===== src/rtl/regfile_write_arbiter_if.sv =====
// regfile_write_arbiter_if
//   Bundles the register-file write arbitration signals.
//   Requests: wbValid/wbRd/wbData (pipeline writeback, never stalled),
//             mcValid/mcRd/mcData with mcReady handshake (multicycle unit).
//   Results:  regWrite/Rd/writeData (register-file write port),
//             pendingMask, queueCount, deferCount (status).
//   Modports: slave  - the arbiter (consumes requests, drives results)
//             master - the requester side / environment.
interface regfile_write_arbiter_if #(
  parameter int REG_FILE_ADDR_LEN = 5,
  parameter int WORD_LEN          = 32,
  parameter int REG_FILE_SIZE     = 32
);
  logic                         wbValid;
  logic [REG_FILE_ADDR_LEN-1:0] wbRd;
  logic [WORD_LEN-1:0]          wbData;
  logic                         mcValid;
  logic [REG_FILE_ADDR_LEN-1:0] mcRd;
  logic [WORD_LEN-1:0]          mcData;
  logic                         mcReady;
  logic                         regWrite;
  logic [REG_FILE_ADDR_LEN-1:0] Rd;
  logic [WORD_LEN-1:0]          writeData;
  logic [REG_FILE_SIZE-1:0]     pendingMask;
  logic [3:0]                   queueCount;
  logic [15:0]                  deferCount;

  modport slave (
    input  wbValid, wbRd, wbData, mcValid, mcRd, mcData,
    output mcReady, regWrite, Rd, writeData, pendingMask, queueCount, deferCount
  );

  modport master (
    output wbValid, wbRd, wbData, mcValid, mcRd, mcData,
    input  mcReady, regWrite, Rd, writeData, pendingMask, queueCount, deferCount
  );
endinterface


===== src/rtl/regfile_write_arbiter.sv =====
// regfile_write_arbiter
//   Arbitrates the single register-file write port between the pipeline
//   writeback (highest priority, never stalled) and a multicycle unit.
//   Multicycle results that cannot be written immediately are held in a
//   DEPTH-entry FIFO and drained on cycles without a writeback. A younger
//   writeback squashes queued writes to the same register (WAW).
//   Ports:
//     clk  - rising-edge clock
//     rst  - asynchronous active-low reset
//     bus  - regfile_write_arbiter_if.slave (requests in, write port and
//            status out)
//   Optional feature: define ARB_STATS_EN to count deferred (enqueued)
//   multicycle writes in deferCount, saturating at 16'hFFFF. Without it
//   deferCount is tied to zero.
module regfile_write_arbiter #(
  parameter int DEPTH             = 2,
  parameter int REG_FILE_ADDR_LEN = 5,
  parameter int WORD_LEN          = 32,
  parameter int REG_FILE_SIZE     = 32
) (
  input  logic                    clk,
  input  logic                    rst,
  regfile_write_arbiter_if.slave  bus
);

  localparam int PTR_W = $clog2(DEPTH);
  localparam int CNT_W = PTR_W + 1;

  logic [REG_FILE_ADDR_LEN-1:0] q_rd   [DEPTH];
  logic [WORD_LEN-1:0]          q_data [DEPTH];
  logic [DEPTH-1:0]             q_live;
  logic [PTR_W-1:0]             head;
  logic [PTR_W-1:0]             tail;
  logic [CNT_W-1:0]             count;

  logic                         empty;
  logic                         mc_ready;
  logic                         mc_acc;
  logic                         mc_drop;
  logic                         bypass;
  logic                         push;
  logic                         pop;
  logic                         wr_en;
  logic [REG_FILE_ADDR_LEN-1:0] wr_rd;
  logic [WORD_LEN-1:0]          wr_data;
  logic [REG_FILE_SIZE-1:0]     pend;

  always_comb begin
    empty    = (count == '0);
    // Outputs are gated by rst so everything reads zero while held in reset.
    mc_ready = rst && (count < CNT_W'(DEPTH));
    mc_acc   = bus.mcValid && mc_ready;
    // Register 0 writes and mc writes shadowed by a same-cycle writeback to
    // the same register are consumed without ever reaching the port.
    mc_drop  = (bus.mcRd == '0) || (bus.wbValid && (bus.mcRd == bus.wbRd));
    bypass   = mc_acc && !bus.wbValid && empty && !mc_drop;
    push     = mc_acc && !mc_drop && !bypass;
    pop      = rst && !bus.wbValid && !empty;

    wr_en   = 1'b0;
    wr_rd   = '0;
    wr_data = '0;
    if (rst) begin
      if (bus.wbValid) begin
        if (bus.wbRd != '0) begin
          wr_en   = 1'b1;
          wr_rd   = bus.wbRd;
          wr_data = bus.wbData;
        end
      end else if (!empty) begin
        // A squashed head is still popped, just without a write.
        if (q_live[head]) begin
          wr_en   = 1'b1;
          wr_rd   = q_rd[head];
          wr_data = q_data[head];
        end
      end else if (bypass) begin
        wr_en   = 1'b1;
        wr_rd   = bus.mcRd;
        wr_data = bus.mcData;
      end
    end
  end

  // Live bits are cleared on pop, so free slots never contribute here.
  always_comb begin
    pend = '0;
    for (int i = 0; i < DEPTH; i++) begin
      if (q_live[i]) pend[q_rd[i]] = 1'b1;
    end
  end

  always_ff @(posedge clk or negedge rst) begin
    if (!rst) begin
      head   <= '0;
      tail   <= '0;
      count  <= '0;
      q_live <= '0;
      for (int i = 0; i < DEPTH; i++) begin
        q_rd[i]   <= '0;
        q_data[i] <= '0;
      end
    end else begin
      if (bus.wbValid) begin
        for (int i = 0; i < DEPTH; i++) begin
          if (q_rd[i] == bus.wbRd) q_live[i] <= 1'b0;
        end
      end
      if (pop) begin
        q_live[head] <= 1'b0;
        head         <= head + PTR_W'(1);
      end
      // A push never lands on the slot being popped: push into a full queue
      // is blocked by mcReady, and an empty queue has nothing to pop.
      if (push) begin
        q_rd[tail]   <= bus.mcRd;
        q_data[tail] <= bus.mcData;
        q_live[tail] <= 1'b1;
        tail         <= tail + PTR_W'(1);
      end
      case ({push, pop})
        2'b10:   count <= count + CNT_W'(1);
        2'b01:   count <= count - CNT_W'(1);
        default: count <= count;
      endcase
    end
  end

`ifdef ARB_STATS_EN
  function automatic logic [15:0] sat_inc(input logic [15:0] v);
    return (v == 16'hFFFF) ? v : v + 16'd1;
  endfunction

  logic [15:0] defer_cnt;

  always_ff @(posedge clk or negedge rst) begin
    if (!rst) begin
      defer_cnt <= '0;
    end else if (push) begin
      defer_cnt <= sat_inc(defer_cnt);
    end
  end

  assign bus.deferCount = rst ? defer_cnt : 16'd0;
`else
  assign bus.deferCount = 16'd0;
`endif

  assign bus.mcReady     = mc_ready;
  assign bus.regWrite    = wr_en;
  assign bus.Rd          = wr_rd;
  assign bus.writeData   = wr_data;
  assign bus.pendingMask = rst ? pend : '0;
  assign bus.queueCount  = rst ? 4'(count) : 4'd0;

endmodule

===== src/flat_wrapper.sv =====
// flat-port wrapper written by rule: the top's interface ports become plain ports
module regfile_write_arbiter_flat 
#(
  parameter int DEPTH             = 2,
  parameter int REG_FILE_ADDR_LEN = 5,
  parameter int WORD_LEN          = 32,
  parameter int REG_FILE_SIZE     = 32
)
  (clk, rst, bus_wbValid, bus_wbRd, bus_wbData, bus_mcValid, bus_mcRd, bus_mcData, bus_mcReady, bus_regWrite, bus_Rd, bus_writeData, bus_pendingMask, bus_queueCount, bus_deferCount);
  regfile_write_arbiter_if #(.REG_FILE_ADDR_LEN(REG_FILE_ADDR_LEN), .WORD_LEN(WORD_LEN), .REG_FILE_SIZE(REG_FILE_SIZE)) bus_i ();
  input  logic clk;
  input  logic rst;
  input wire logic [$bits(bus_i.wbValid)-1:0] bus_wbValid;
  input wire logic [$bits(bus_i.wbRd)-1:0] bus_wbRd;
  input wire logic [$bits(bus_i.wbData)-1:0] bus_wbData;
  input wire logic [$bits(bus_i.mcValid)-1:0] bus_mcValid;
  input wire logic [$bits(bus_i.mcRd)-1:0] bus_mcRd;
  input wire logic [$bits(bus_i.mcData)-1:0] bus_mcData;
  output wire logic [$bits(bus_i.mcReady)-1:0] bus_mcReady;
  output wire logic [$bits(bus_i.regWrite)-1:0] bus_regWrite;
  output wire logic [$bits(bus_i.Rd)-1:0] bus_Rd;
  output wire logic [$bits(bus_i.writeData)-1:0] bus_writeData;
  output wire logic [$bits(bus_i.pendingMask)-1:0] bus_pendingMask;
  output wire logic [$bits(bus_i.queueCount)-1:0] bus_queueCount;
  output wire logic [$bits(bus_i.deferCount)-1:0] bus_deferCount;
  assign bus_i.wbValid = bus_wbValid;
  assign bus_i.wbRd = bus_wbRd;
  assign bus_i.wbData = bus_wbData;
  assign bus_i.mcValid = bus_mcValid;
  assign bus_i.mcRd = bus_mcRd;
  assign bus_i.mcData = bus_mcData;
  assign bus_mcReady = bus_i.mcReady;
  assign bus_regWrite = bus_i.regWrite;
  assign bus_Rd = bus_i.Rd;
  assign bus_writeData = bus_i.writeData;
  assign bus_pendingMask = bus_i.pendingMask;
  assign bus_queueCount = bus_i.queueCount;
  assign bus_deferCount = bus_i.deferCount;
  regfile_write_arbiter #(.DEPTH(DEPTH), .REG_FILE_ADDR_LEN(REG_FILE_ADDR_LEN), .WORD_LEN(WORD_LEN), .REG_FILE_SIZE(REG_FILE_SIZE)) u_core (.clk(clk), .rst(rst), .bus(bus_i));
endmodule

===== config.mk =====
export PLATFORM = sky130hd
export DESIGN_NAME = regfile_write_arbiter_flat
export DESIGN_NICKNAME = d
export VERILOG_FILES = /design/src/rtl/regfile_write_arbiter_if.sv /design/src/rtl/regfile_write_arbiter.sv /design/src/flat_wrapper.sv
export SDC_FILE = /design/constraint.sdc
export NUM_CORES = 1
export LEC_CHECK = 0
export ABC_AREA = 1
export BUFFER_PORTS_ARGS = -buffer_cell sky130_fd_sc_hd__buf_4
export CORE_MARGIN = 5
export CORE_UTILIZATION = 40
export DETAILED_ROUTE_END_ITERATION = 10
export MAX_ROUTING_LAYER = met4
export SLEW_MARGIN = 20
export SYNTH_ARGS = -nofsm -noshare
export SYNTH_HDL_FRONTEND = slang
export SYNTH_SLANG_ARGS = --single-unit

===== constraint.sdc =====
create_clock -name clk -period 4.2 [get_ports clk]
set_input_delay 0 -clock clk [delete_from_list [all_inputs] [get_ports clk]]
set_output_delay 0 -clock clk [all_outputs]
set_load 0.01 [all_outputs]

**Yosys cells after proc, flatten, opt, wreduce, memory -nomap -nowiden**

Index checks and enable logic that the tools add are counted.

- Output and inout port bits: 91
- Flip-flop bits (word level): 80
- Bits of input ports: 78
- Word-level logic and storage cells: 109

- Multiplexer cells: 50
- Equality and inequality tests: 5
- Add/sub/neg operators: 4
- Bitwise gates (word level): 6
- Reduce and logical (&&, ||, !) cells: 24
- Order comparisons: 12

Operators with widths:

| operator | count |
|---|---|
| 32-bit two-way mux | 13 |
| 64-bit bitwise mux | 1 |
| 5-bit two-way mux | 10 |
| 32-bit demux with 1-bit select | 1 |
| 32-bit OR | 1 |
| 5-bit equality test | 3 |
| 1-bit logical AND | 15 |
| 1-bit two-way mux | 14 |
| 5-bit by 6-bit less-than comparator with 1-bit output (second input constant) | 2 |
| 10-bit bitwise mux | 1 |
| 1-bit demux with 5-bit select | 2 |
| 5-bit by 1-bit greater-or-equal comparator with 1-bit output (second input constant) | 2 |
| 2-bit two-way mux | 4 |
| 5-bit demux with 1-bit select | 1 |
| 5-bit logical NOT | 1 |
| 5-bit nonzero test | 1 |
| 2-bit greater-or-equal comparator (second input constant) | 2 |
| 1-bit logical NOT | 4 |
| 1-bit by 2-bit less-than comparator with 1-bit output (second input constant) | 2 |
| 1-bit NOT with 2-bit output | 2 |
| 2-bit one-hot mux with 2 select lines | 1 |
| 1-bit adder (second input constant) | 2 |
| 2-bit by 1-bit adder with 2-bit output (second input constant) | 1 |
| 2-bit bitwise AND | 1 |
| 12 further kinds | 14 |

**Logic depth before layout (Yosys ltp)**

Gate-level depths: netlist (run 1).

- Depth in word-level cells: 10
- Depth in mapped cells: 10
- Depth with buffers taken out: 10

**Least setup slack after synthesis (run 1)**

No wires, ideal clock.

- Path type: flip-flop to flip-flop
- Start: register u_core.count[1]
- End: register u_core.count[1]
- Setup slack: 2432 ps
- Required time: 4073 ps
- Cell stages (with the launch flop): 9
- Period minus slack after synthesis: 1768 ps
- Setup time: 127 ps
- Buffers on the path: 0
- Arrival time: 1642 ps
- Cell sequence: dfrtp_1 -> nor2_4 -> nand2_2 -> a21oi_4 -> nand3_4 -> ha_1 -> a21oi_1 -> o21ai_0 -> xnor2_1

- Longest elaborated chain between the ends: 10
- Elaborated cells between the ends (all ways): 18
- Those cells by class: add/sub (2); order compare (1); eq/ne (2); mux (1); reduce/logical (12)

RTL lines:

| element | line | RTL |
|---|---|---|
| from (decl) | regfile_write_arbiter.sv:34 | `logic [CNT_W-1:0] count;` |
| from (signal assigned) | regfile_write_arbiter.sv:122 | `2'b10: count <= count + CNT_W'(1);` |
| from (signal assigned) | regfile_write_arbiter.sv:123 | `2'b01: count <= count - CNT_W'(1);` |
| from (signal assigned) | regfile_write_arbiter.sv:124 | `default: count <= count;` |
| 2-bit less-than comparator (*) | regfile_write_arbiter.sv:51 | `mc_ready = rst && (count < CNT_W'(DEPTH));` |
| 1-bit logical AND (*) | regfile_write_arbiter.sv:51 |  |
| named net bus_mcReady | flat_wrapper.sv:19 | `output wire logic [$bits(bus_i.mcReady)-1:0] bus_mcReady;` |
| 1-bit logical AND (*) | regfile_write_arbiter.sv:52 | `mc_acc = bus.mcValid && mc_ready;` |
| 1-bit logical AND (3 in a row) | regfile_write_arbiter.sv:56 | `bypass = mc_acc && !bus.wbValid && empty && !mc_drop;` |
| 1-bit logical NOT | regfile_write_arbiter.sv:57 | `push = mc_acc && !mc_drop && !bypass;` |
| 1-bit logical AND (*) | regfile_write_arbiter.sv:57 |  |
| 2-bit by 1-bit equality test with 1-bit output or 2-bit equality test (tied branches) | regfile_write_arbiter.sv:121 | `case ({push, pop})` |
| 2-bit one-hot mux with 2 select lines or 2-bit nonzero test (tied branches) | - |  |

Mark *: on every way through the listed nets, which the timed path passes. The rest lies on a longest branch.
A chain may end at the register's enable or synchronous reset.

**Worst setup path after layout (run 1)**

- Start: input rst
- End: output bus_regWrite

- Longest elaborated chain between the ends: 9

RTL lines:

| element | line | RTL |
|---|---|---|
| from (decl) | flat_wrapper.sv:12 | `input logic rst;` |
| 1-bit logical AND | regfile_write_arbiter.sv:51 |  |
| 1-bit logical AND | regfile_write_arbiter.sv:52 |  |
| 1-bit logical AND (3 in a row) | regfile_write_arbiter.sv:56 |  |
| 1-bit two-way mux | regfile_write_arbiter.sv:77 | `end else if (bypass) begin` |
| 1-bit two-way mux | regfile_write_arbiter.sv:70 | `end else if (!empty) begin` |
| 1-bit two-way mux | regfile_write_arbiter.sv:64 | `if (bus.wbValid) begin` |
| 1-bit two-way mux (*) | regfile_write_arbiter.sv:63 | `if (rst) begin` |
| to (decl) | flat_wrapper.sv:20 | `output wire logic [$bits(bus_i.regWrite)-1:0] bus_regWrite;` |

Every way passes the cells marked *; elsewhere a longest branch is shown, timed or not.

==> key figures, run 1 <==
Die
  – Row cnt: 44
  – Initial core utilization: 40.4%
  – Die X-Extent: 130 um
  – Area of the die: around 17,000 sq um
  – Total core area: 14,400 sq um
  – Die Y: between 100 and 150 um
  – IO Pins: ~170

Synth
  – Post-synth cell types: 32
  – Simple-gate area share of the yosys netlist: about a third
  – Synth Area in Adders: 0.216%
  – Sequential element share of the synthesized area: between 30% and 40%
  – Synthesized cell area: just under 6000 sq um
  – Multiplexer share of the synthesized area: 0%
  – Top-count cell post-synth: nand2_1
  – Synth Warn #: 0
  – Top FF cell, synth: dfrtp_1
  – Mean area per synthesized cell: around 6.8 sq um
  – EDFF count, synth: 0
  – Compound-Gate Fraction of Synth Area: a little under a fifth
  – Yosys top cell area share: 34.5%
  – Post-Synthesis Cells: about 860
  – Yosys top cell by area: dfrtp_1
  – Synth area leaders: dfrtp_1, nand2_1, o21ai_0
  – Post-Synth XOR/XNOR Area: less than 1%
  – Largest family of logic cells by synthesized area: simple AND/OR/NAND/NOR gates
  – Synth cell count leaders: nand2_1, o21ai_0, dfrtp_1
  – Flip-flop and latch count after synthesis: 80
  – Asr flop ratio synth: 100%

Critical path
  – CP Capture Type: primary output
  – Buf+Inv Stages, Crit Path: 5
  – Worst Path Required: about 4.2 ns
  – Cell repeated most along the worst path: buf_4
  – Critical path's top delay family: buffers and inverters
  – Crit-path max cell delay: a little over 0.8 ns
  – Arrival @ worst endpoint: approximately 3 ns
  – Critical path, cell by cell: dlygate4sd3_1 -> buf_4 -> inv_2 -> nor2_4 -> nand2_2 -> nor3_4 -> buf_4 -> nand3_1 -> a21oi_1 -> buf_4
  – CP max-delay cell: nor3_4
  – Startpoint types: input pin
  – Crit Path Max Fanout: 33
  – Worst R2R Setup Slack: roughly 1.8 ns
  – Critical path type: input pin to primary output

STA
  – Pins Over Slew Limit: 0
  – Final worst slack: roughly 1.3 ns
  – Measured slew at the worst slew-check pin: between 1 and 1.5 ns
  – FMAX: 341 MHz
  – Final Cycle Share: a little over two thirds
  – Skew final: just over 0.006 ns
  – Tmin final: slightly below 3 ns
  – Setup Total Neg Slack: 0 ns
  – # setup viols final: 0
  – Unrepaired setup endpoints after global routing: false
  – Fin. Hold Viols: 0
  – Final Hold Slack: around 0.066 ns
  – Rel. slew slack: between 20% and 30%

Placement
  – Hpwl dp: 12,600 um
  – Area after DPL: around 6800 sq um
  – Place WS: 1.64 ns
  – Routability-driven placement congestion ratio: 0.901
  – # port buffers: 150

Pwr
  – Clk network pwr share: a little over 20%
  – Switching power: between 1.5 and 2 mW
  – Maximum vdd drop: roughly 0.3 mV
  – Total Power: 4.03 mW
  – LEAKAGE: between 3 and 4 nW
  – Int Pwr: roughly 2.4 mW
  – Logic pwr share: 43.8%
  – Sequential Power Share: 35.7%
  – PD cells: roughly 530 nW/um^2
  – Switching fraction of total power: 41.5%

Drt
  – Post-Route WL: 19,000 um
  – DR vias/cell: 5.27
  – Post-DRT Antenna Nets: 0
  – DR DRC count: 0
  – Met3 Wirelength: ~1100 um
  – Via count: about 6,300
  – Post-DR wirelength/cell: ~16 um
  – DR WL met2: approximately 9000 um
  – Met1 wire length: about 8700 um
  – Top layer in use: met4
  – DRT iter0 DRCs: about 520
  – Drt pass-1 iters: 5

CTS
  – Post-CTS sizing: 0
  – TritonCTS Buffers: 9
  – CTS root buf: clkbuf_16
  – H-tree levels: 3
  – Max Buffers Root-to-Sink: 2
  – CTS tree: yes
  – CTS Sinks: 80
  – Clk_lat worst skew: between 0.3 and 0.4 ns
  – CTS clk-pin slew, worst paths: 0.06 ns

Cells and area
  – Final instance area: about 7500 sq um
  – Layout cells sized above 1: a little over a fifth
  – Area grow syn2layout: 30.0%
  – Register area: ~2000 sq um
  – Final nets: about 1,100
  – ANT cells: 0
  – Area used by multi-input combinational logic: roughly 3200 sq um
  – Fill count: about 1,400

Global routing
  – Number of global-route vias before repair: just over 6,000
  – Wire length of the first global-routing pass: approximately 31,000 um
  – Initial antenna violation count: 0
  – Maximum number of pins on one net before global-route repair: 75
  – Global route overflow: 0
  – GRT Total Usage: 23.2%

Run
  – Max_cap viols: 0

Worst hold path
  – Worst min-delay path category: input pin to flop

Outcome
  – Run status: complete, no violations
## cell families (layout without fill, tap and decap cells)
logic type | after synthesis | in the layout
AND/OR/NAND/NOR | 427 | 427
buffers and inverters | 150 | 283
flip-flops | 80 | 80
AO/OA/AOI/OAI | 195 | 195
XOR/XNOR | 5 | 5
adder cells (fa/ha/maj) | 1 | 1
other | 1 | 18
## cell usage in the layout, fill, tap and decap left out, drive strengths merged
master,instances
ha,1
buf,160
bufinv,2
nand4,48
nor2,34
conb,18
nor3,23
dfrtp,80
o21ai,81
a21oi,63
xnor2,3
o22ai,5
xor2,2
dlygate4sd3,38
or2,33
clkbuf,10
nand2,280
a22oi,13
o211ai,33
clkinv,5
nand3,9
inv,68
## final cells by class
class                      instances  area share, %
tap                              184           3.05
clock inverter                     6           1.11
multi-input combinational        646           41.9
inverter                          69           3.43
timing repair buffer             198           21.0
sequential                        80           26.5
clock buffer                      10           3.04
## flip-flops by register name, indices dropped and copies added (netlist names)
signal and cells:
u_core.tail 1, u_core.count 2, u_core.q_data 64, u_core.q_rd 10, u_core.q_live 2, u_core.head 1
## metal layers
metal  vias up  track usage, %
li1       3100               -
met1      2959            31.8
met2       206            36.5
met3        19            3.09
met4         0            6.35
met5         -               -
## stage by stage
step / std cells / utilization, %
2_1_floorplan: 876 / -
3_3_place_gp: 1139 / 47.7
3_5_place_dp: 1139 / 47.7
4_1_cts: 1193 / 52.5
5_1_grt: 1193 / 52.5
6_report: 1193 / 52.5
## worst paths after layout
check	startpoint	endpoint	cells after the start
setup / recovery	rst	bus_regWrite	10
setup reg to reg	u_core.count[1]$_DFFE_PN0P_	u_core.q_data[2]$_DFFE_PN0P_	7
hold reg to reg	u_core.q_data[55]$_DFFE_PN0P_	u_core.q_data[55]$_DFFE_PN0P_	2
max in group asynchronous	rst	u_core.q_rd[3]$_DFFE_PN0P_	4
hold / removal	bus_wbRd[4]	u_core.q_live[1]$_DFF_PN0_	5
min in group asynchronous	rst	u_core.q_data[45]$_DFFE_PN0P_	3
## power by group through the flow
stage                     combinational (mW)  clock [mW]  sequential [mW]
after floorplan                         1.32           0             1.30
after global placement                  1.71           0             1.43
after detailed placement                1.73           0             1.43
after CTS                               1.77       0.846             1.43
after global routing                    2.01       0.882             1.49
final                                   1.76       0.826             1.44
## worst register-to-register path, cell delays in order, from the launching register on
cell and delay (ns):
dfrtp_1 0.45, nor2_4 0.14, nand2_2 0.10, a21oi_4 0.19
nand4_1 0.69, buf_4 0.51, nand2_1 0.12, nand2_1 0.06
## what timing repair did
action,in CTS,in global routing
hold buffers,38,0
setup buffers,0,0
hold endpoints to repair,104,0
(Power assumes the default switching activity.)
==> inputs of run 2 (changes only) <==
--- a/config.mk
+++ b/config.mk
@@ -11,6 +11,7 @@
 export CORE_UTILIZATION = 40
 export DETAILED_ROUTE_END_ITERATION = 10
 export MAX_ROUTING_LAYER = met4
+export PLACE_DENSITY = 0.67
 export SLEW_MARGIN = 20
 export SYNTH_ARGS = -nofsm -noshare
 export SYNTH_HDL_FRONTEND = slang
==> constraint.sdc (replaced) <==
create_clock -name clk -period 2.6 [get_ports clk]
set_input_delay 0 -clock clk [delete_from_list [all_inputs] [get_ports clk]]
set_output_delay 0 -clock clk [all_outputs]
set_load 0.01 [all_outputs]
==> key figures, run 2 (synthesis results as in run 1) <==
Outcome
  – Run status: complete, no violations

Die
  – Die X-Extent: roughly 130 um
  – Initial core utilization: 40.4%
  – Row cnt: 44
  – Area of the die: around 17,000 sq um
  – IO Pins: 169
  – Die Y: 130 um
  – Total core area: ~14,000 sq um

CTS
  – CTS root buf: clkbuf_16
  – CTS tree: yes
  – H-tree levels: 3
  – TritonCTS Buffers: 9
  – Clk_lat worst skew: ~0.34 ns
  – Setup bufs post-CTS: 0
  – Max Buffers Root-to-Sink: 2
  – CTS Sinks: 80
  – CTS clk-pin slew, worst paths: about 0.06 ns

Pwr
  – Total Power: roughly 6.5 mW
  – PD cells: between 800 and 900 nW/um^2
  – LEAKAGE: roughly 3.8 nW
  – Maximum vdd drop: 0.441 mV

Worst hold path
  – Worst min-delay path category: input pin to flop
  – Hold Crit Depth: 5

STA
  – FMAX: approximately 450 MHz
  – Fin. Hold Viols: 0
  – Final Cycle Share: a little under nine tenths
  – Unrepaired setup endpoints after global routing: false
  – Measured slew at the worst slew-check pin: roughly 0.9 ns
  – Pins Over Slew Limit: 0
  – Rel. slew slack: between 30% and 40%
  – Skew final: about 0.0081 ns
  – Setup Total Neg Slack: 0 ns
  – # setup viols final: 0
  – Tmin final: between 2 and 2.5 ns

Critical path
  – Crit-path max cell delay: roughly 0.45 ns
  – Startpoint types: flop
  – Arrival @ worst endpoint: 2.22 ns
  – Crit Path Max Fanout: 38
  – R2R cell count: 8
  – Buf+Inv Stages, Crit Path: 3
  – Critical path, cell by cell: nor2_2 -> inv_1 -> nor3_4 -> buf_4 -> nand4_1 -> a21oi_1 -> buf_4
  – CP Capture Type: primary output
  – Cell repeated most along the worst path: buf_4
  – Critical path type: flop to primary output
  – Worst Path Required: 2.60 ns
  – Critical path's top delay family: buffers and inverters
  – Critical path depth: 7
  – CP max-delay cell: dfrtp_1

Global routing
  – Number of global-route vias before repair: 5,943
  – Global route overflow: 0
  – Initial antenna violation count: 0
  – GRT Total Usage: a little under a quarter
  – Wire length of the first global-routing pass: 30,400 um
  – Maximum number of pins on one net before global-route repair: between 80 and 90

Drt
  – DR vias/cell: ~5.3
  – DR DRC count: 0
  – Post-DRT Antenna Nets: 0
  – Post-DR wirelength/cell: around 16 um
  – DRT iter0 DRCs: ~460
  – Post-Route WL: around 19,000 um
  – Drt pass-1 iters: 5
  – Via count: between 6,000 and 7,000

Cells and area
  – Layout cells sized above 1: 22.2%
  – ANT cells: 0
  – Area grow syn2layout: 30.7%
  – Commonest non-fill, non-tap cell in the layout: nand2_1
  – Most frequent cells in the layout: nand2_1, buf_4, o21ai_0
  – Max reg flops: between 60 and 70
  – Largest regs: u_core.q_data: 64 flops, u_core.q_rd: 10 flops
  – Finished Layout Cells: between 1,000 and 1,500
  – Largest register by flop count: u_core.q_data
  – Fill count: about 1,400
  – Final nets: 1,091
  – Final instance area: between 7000 and 8000 sq um

Placement
  – Cells after DPL: around 1,100
  – Hpwl dp: 12,400 um
  – Routability-driven placement congestion ratio: approximately 0.91
  – Area after DPL: ~7000 sq um
  – # port buffers: 150

Run
  – Max_cap viols: 0
## run 2: area by class of cell
type / count / area [sq um] / share of cell area, %
Tap cell: 184 / 230 / 3.04
Inverter: 69 / 259 / 3.42
Clock buffer: 12 / 236 / 3.12
Sequential cell: 80 / 2000 / 26.4
Multi-Input combinational cell: 646 / 3160 / 41.6
Clock inverter: 3 / 43.8 / 0.578
Timing Repair Buffer: 206 / 1650 / 21.8
## run 2: repair_timing
action,CTS,global route
hold buffers,38,0
endpoints found under the setup margin,0,0
resized for setup,0,0
endpoints found under the hold margin,124,0
## run 2: through the flow
step | setup slack [ns] | utilization [%] | hold slack [ns]
after detailed placement | 0.739 | 48.2 | 0.0734
after global placement | 0.790 | 48.2 | 0.0658
after global routing | 0.232 | 52.8 | 0.111
after floorplan | 0.832 | - | -0.296
final | 0.384 | 52.8 | 0.0736
after CTS | 0.389 | 52.8 | 0.0616
## run 2: final timing paths
check	from	end	slack, ns
min in group asynchronous	rst	u_core.q_data[50]$_DFFE_PN0P_	0.26
worst max register to register	u_core.count[1]$_DFFE_PN0P_	u_core.count[1]$_DFFE_PN0P_	0.74
max in group asynchronous	rst	u_core.q_rd[1]$_DFFE_PN0P_	1.49
worst min register to register	u_core.q_data[57]$_DFFE_PN0P_	u_core.q_data[57]$_DFFE_PN0P_	0.47
worst max-delay path	u_core.count[1]$_DFFE_PN0P_	bus_Rd[4]	0.38
worst min-delay path	bus_wbRd[4]	u_core.q_live[1]$_DFF_PN0_	0.07
## run 2: layer usage
metal	wire length, um	GRT usage [%]	vias up
met1	8370	30.4	2923
met3	1520	3.50	19
met2	8860	36.2	276
met5	0	-	-
li1	-	-	3114
met4	259	5.75	0
## run 2: where the power goes
part	switching (mW)	internal [mW]	leakage, nW
Sequential	0.472	1.82	0.995
Clock	0.497	0.740	0.137
Combinational	1.75	1.19	2.66
## run 2: worst reg2reg max path, delay by kind of cell (launching register included)
kind / cells / cell delay [ns]
AO/OA/AOI/OAI: 3 / 0.40
adder cells (fa/ha/maj): 1 / 0.35
XOR/XNOR: 1 / 0.13
flip-flops: 1 / 0.45
AND/OR/NAND/NOR: 3 / 0.42
==> inputs of run 3 (changes only) <==
--- a/config.mk
+++ b/config.mk
@@ -11,7 +11,6 @@
 export CORE_UTILIZATION = 40
 export DETAILED_ROUTE_END_ITERATION = 10
 export MAX_ROUTING_LAYER = met4
-export PLACE_DENSITY = 0.67
 export SLEW_MARGIN = 20
 export SYNTH_ARGS = -nofsm -noshare
 export SYNTH_HDL_FRONTEND = slang
==> constraint.sdc (replaced) <==
create_clock -name clk -period 2.7 [get_ports clk]
set_input_delay 0 -clock clk [delete_from_list [all_inputs] [get_ports clk]]
set_output_delay 0 -clock clk [all_outputs]
set_load 0.01 [all_outputs]
==> key figures, run 3 (synthesis results as in run 1) <==
Drt
  – Post-Route WL: between 15,000 and 20,000 um
  – Post-DRT Antenna Nets: 0
  – Via count: around 6,300
  – Post-DR wirelength/cell: around 16 um
  – DRT iter0 DRCs: around 540
  – DR DRC count: 0
  – Drt pass-1 iters: 5
  – DR vias/cell: 5.25

CTS
  – CTS Sinks: 80
  – Setup bufs post-CTS: 0
  – CTS root buf: clkbuf_16
  – Post-CTS sizing: 0
  – CTS tree: yes
  – Post-CTS Hold Buffers: 38
  – Max Buffers Root-to-Sink: 2
  – TritonCTS Buffers: 9
  – Clk_lat worst skew: 0.33 ns
  – H-tree levels: 3
  – CTS clk-pin slew, worst paths: about 0.060 ns

STA
  – Tmin final: between 2 and 2.5 ns
  – Skew final: about 0.0088 ns
  – Setup Total Neg Slack: 0 ns
  – Final Cycle Share: 84.0%
  – Final worst slack: 0.433 ns
  – # setup viols final: 0
  – Fin. Hold Viols: 0
  – Unrepaired setup endpoints after global routing: false
  – FMAX: 441 MHz
  – Rel. slew slack: between 50% and 60%
  – Pins Over Slew Limit: 0
  – Measured slew at the worst slew-check pin: approximately 0.72 ns

Cells and area
  – Final instance area: approximately 7600 sq um
  – Largest regs: u_core.q_data: 64 flops, u_core.q_rd: 10 flops
  – Layout cells sized above 1: between 20 and 25%
  – Area grow syn2layout: 31.1%
  – Largest register by flop count: u_core.q_data
  – Max reg flops: 64
  – Final nets: 1,095
  – Commonest non-fill, non-tap cell in the layout: nand2_1
  – ANT cells: 0
  – Fill count: ~1,500
  – Most frequent cells in the layout: nand2_1, buf_4, o21ai_0

Global routing
  – Global route overflow: 0
  – GRT Total Usage: 23.2%
  – Initial antenna violation count: 0
  – Number of global-route vias before repair: approximately 5,900
  – GR peak layer: met2
  – Met3 Use GR: under 10%
  – Wire length of the first global-routing pass: 31,000 um
  – Grt met1 use: a little under a third
  – Met2 GRT Util: 36.9%
  – Maximum number of pins on one net before global-route repair: between 100 and 150

Die
  – Die X-Extent: between 100 and 150 um
  – Total core area: ~14,000 sq um
  – Row cnt: 44
  – Initial core utilization: between 40% and 50%
  – Die Y: around 130 um
  – IO Pins: 169
  – Area of the die: roughly 17,000 sq um

Critical path
  – R2R cell count: 8
  – Reg2reg end: u_core.count[1]$_DFFE_PN0P_
  – Critical path type: flop to primary output
  – Startpoint types: flop
  – Critical path, cell by cell: nor2_2 -> inv_1 -> nor3_4 -> buf_4 -> nand3_1 -> a21oi_1 -> buf_4
  – CP Capture Type: primary output
  – Worst Path Required: 2.70 ns
  – Reg2reg start: u_core.count[1]$_DFFE_PN0P_
  – Crit-path max cell delay: 0.45 ns
  – Worst R2R Setup Slack: ~0.85 ns
  – Cell repeated most along the worst path: buf_4
  – CP max-delay cell: dfrtp_1
  – Arrival @ worst endpoint: roughly 2.3 ns
  – Crit Path Max Fanout: 38

Worst hold path
  – Worst min-delay path category: input pin to flop
  – Hold Crit Depth: 5
  – Hold Path Sink: u_core.q_live[1]$_DFF_PN0_
  – Worst Min Path Start: bus_wbRd[4]

Outcome
  – Run status: complete, no violations

Placement
  – Area after DPL: 6950 sq um
  – Routability-driven placement congestion ratio: just under 0.9
  – Place WS: slightly above 0.8 ns
  – Hpwl dp: ~13,000 um
  – # port buffers: 150

Run
  – Max_cap viols: 0

Pwr
  – Maximum vdd drop: a little under 0.3 mV
  – PD cells: a little over 800 nW/um^2
  – LEAKAGE: 3.81 nW
[run 3: final cells by class]
| class | count | area (sq um) | area share [%] |
|---|---|---|---|
| multi-input combinational | 646 | 3160 | 41.5 |
| sequential | 80 | 2000 | 26.3 |
| timing repair buffer | 210 | 1680 | 22.1 |
| inverter | 69 | 259 | 3.41 |
| clock buffer | 12 | 256 | 3.37 |
| tap | 184 | 230 | 3.03 |
| clock inverter | 3 | 17.5 | 0.230 |
[run 3: through the flow]
step	util [%]	cells	hold slack (ns)	total power [mW]
2_1_floorplan	-	876	-0.296	4.06
3_3_place_gp	48.4	1151	0.214	4.99
3_5_place_dp	48.4	1151	0.218	5.01
4_1_cts	52.9	1204	0.0764	6.22
5_1_grt	52.9	1204	0.115	6.72
6_report	52.9	1204	0.0977	6.20
[run 3: per-layer routing]
layer | part of all wire (%) | routed length [um]
met1 | 46 | 8960
met2 | 47 | 9220
met3 | 6.4 | 1260
met4 | 0.91 | 179
met5 | 0 | 0
[run 3: worst max-delay path by stage]
stage,end,depth (start not counted),startpoint,slack (ns)
final,bus_regWrite,7,u_core.count[1]$_DFFE_PN0P_,0.43
after CTS,bus_regWrite,7,u_core.count[1]$_DFFE_PN0P_,0.44
after floorplan,u_core.count[1]$_DFFE_PN0P_,8,u_core.count[1]$_DFFE_PN0P_,0.93
after detailed placement,bus_regWrite,7,u_core.count[1]$_DFFE_PN0P_,0.81
after global routing,bus_regWrite,7,u_core.count[1]$_DFFE_PN0P_,0.31
after global placement,bus_regWrite,7,u_core.count[1]$_DFFE_PN0P_,0.83
[run 3: worst max-delay path, delay by kind of cell (launching register included)]
family | cells | cell delay, ns
AOI/OAI and AO/OA | 1 | 0.26
and+or+nand+nor | 3 | 0.49
buffers and inverters | 3 | 0.74
DFF | 1 | 0.45
[run 3: power breakdown]
| group | switching (mW) | internal, mW | total (mW) |
|---|---|---|---|
| Clock | 0.472 | 0.665 | 1.14 |
| Combinational | 1.66 | 1.16 | 2.82 |
| Sequential | 0.487 | 1.76 | 2.24 |
| Total | 2.62 | 3.58 | 6.20 |
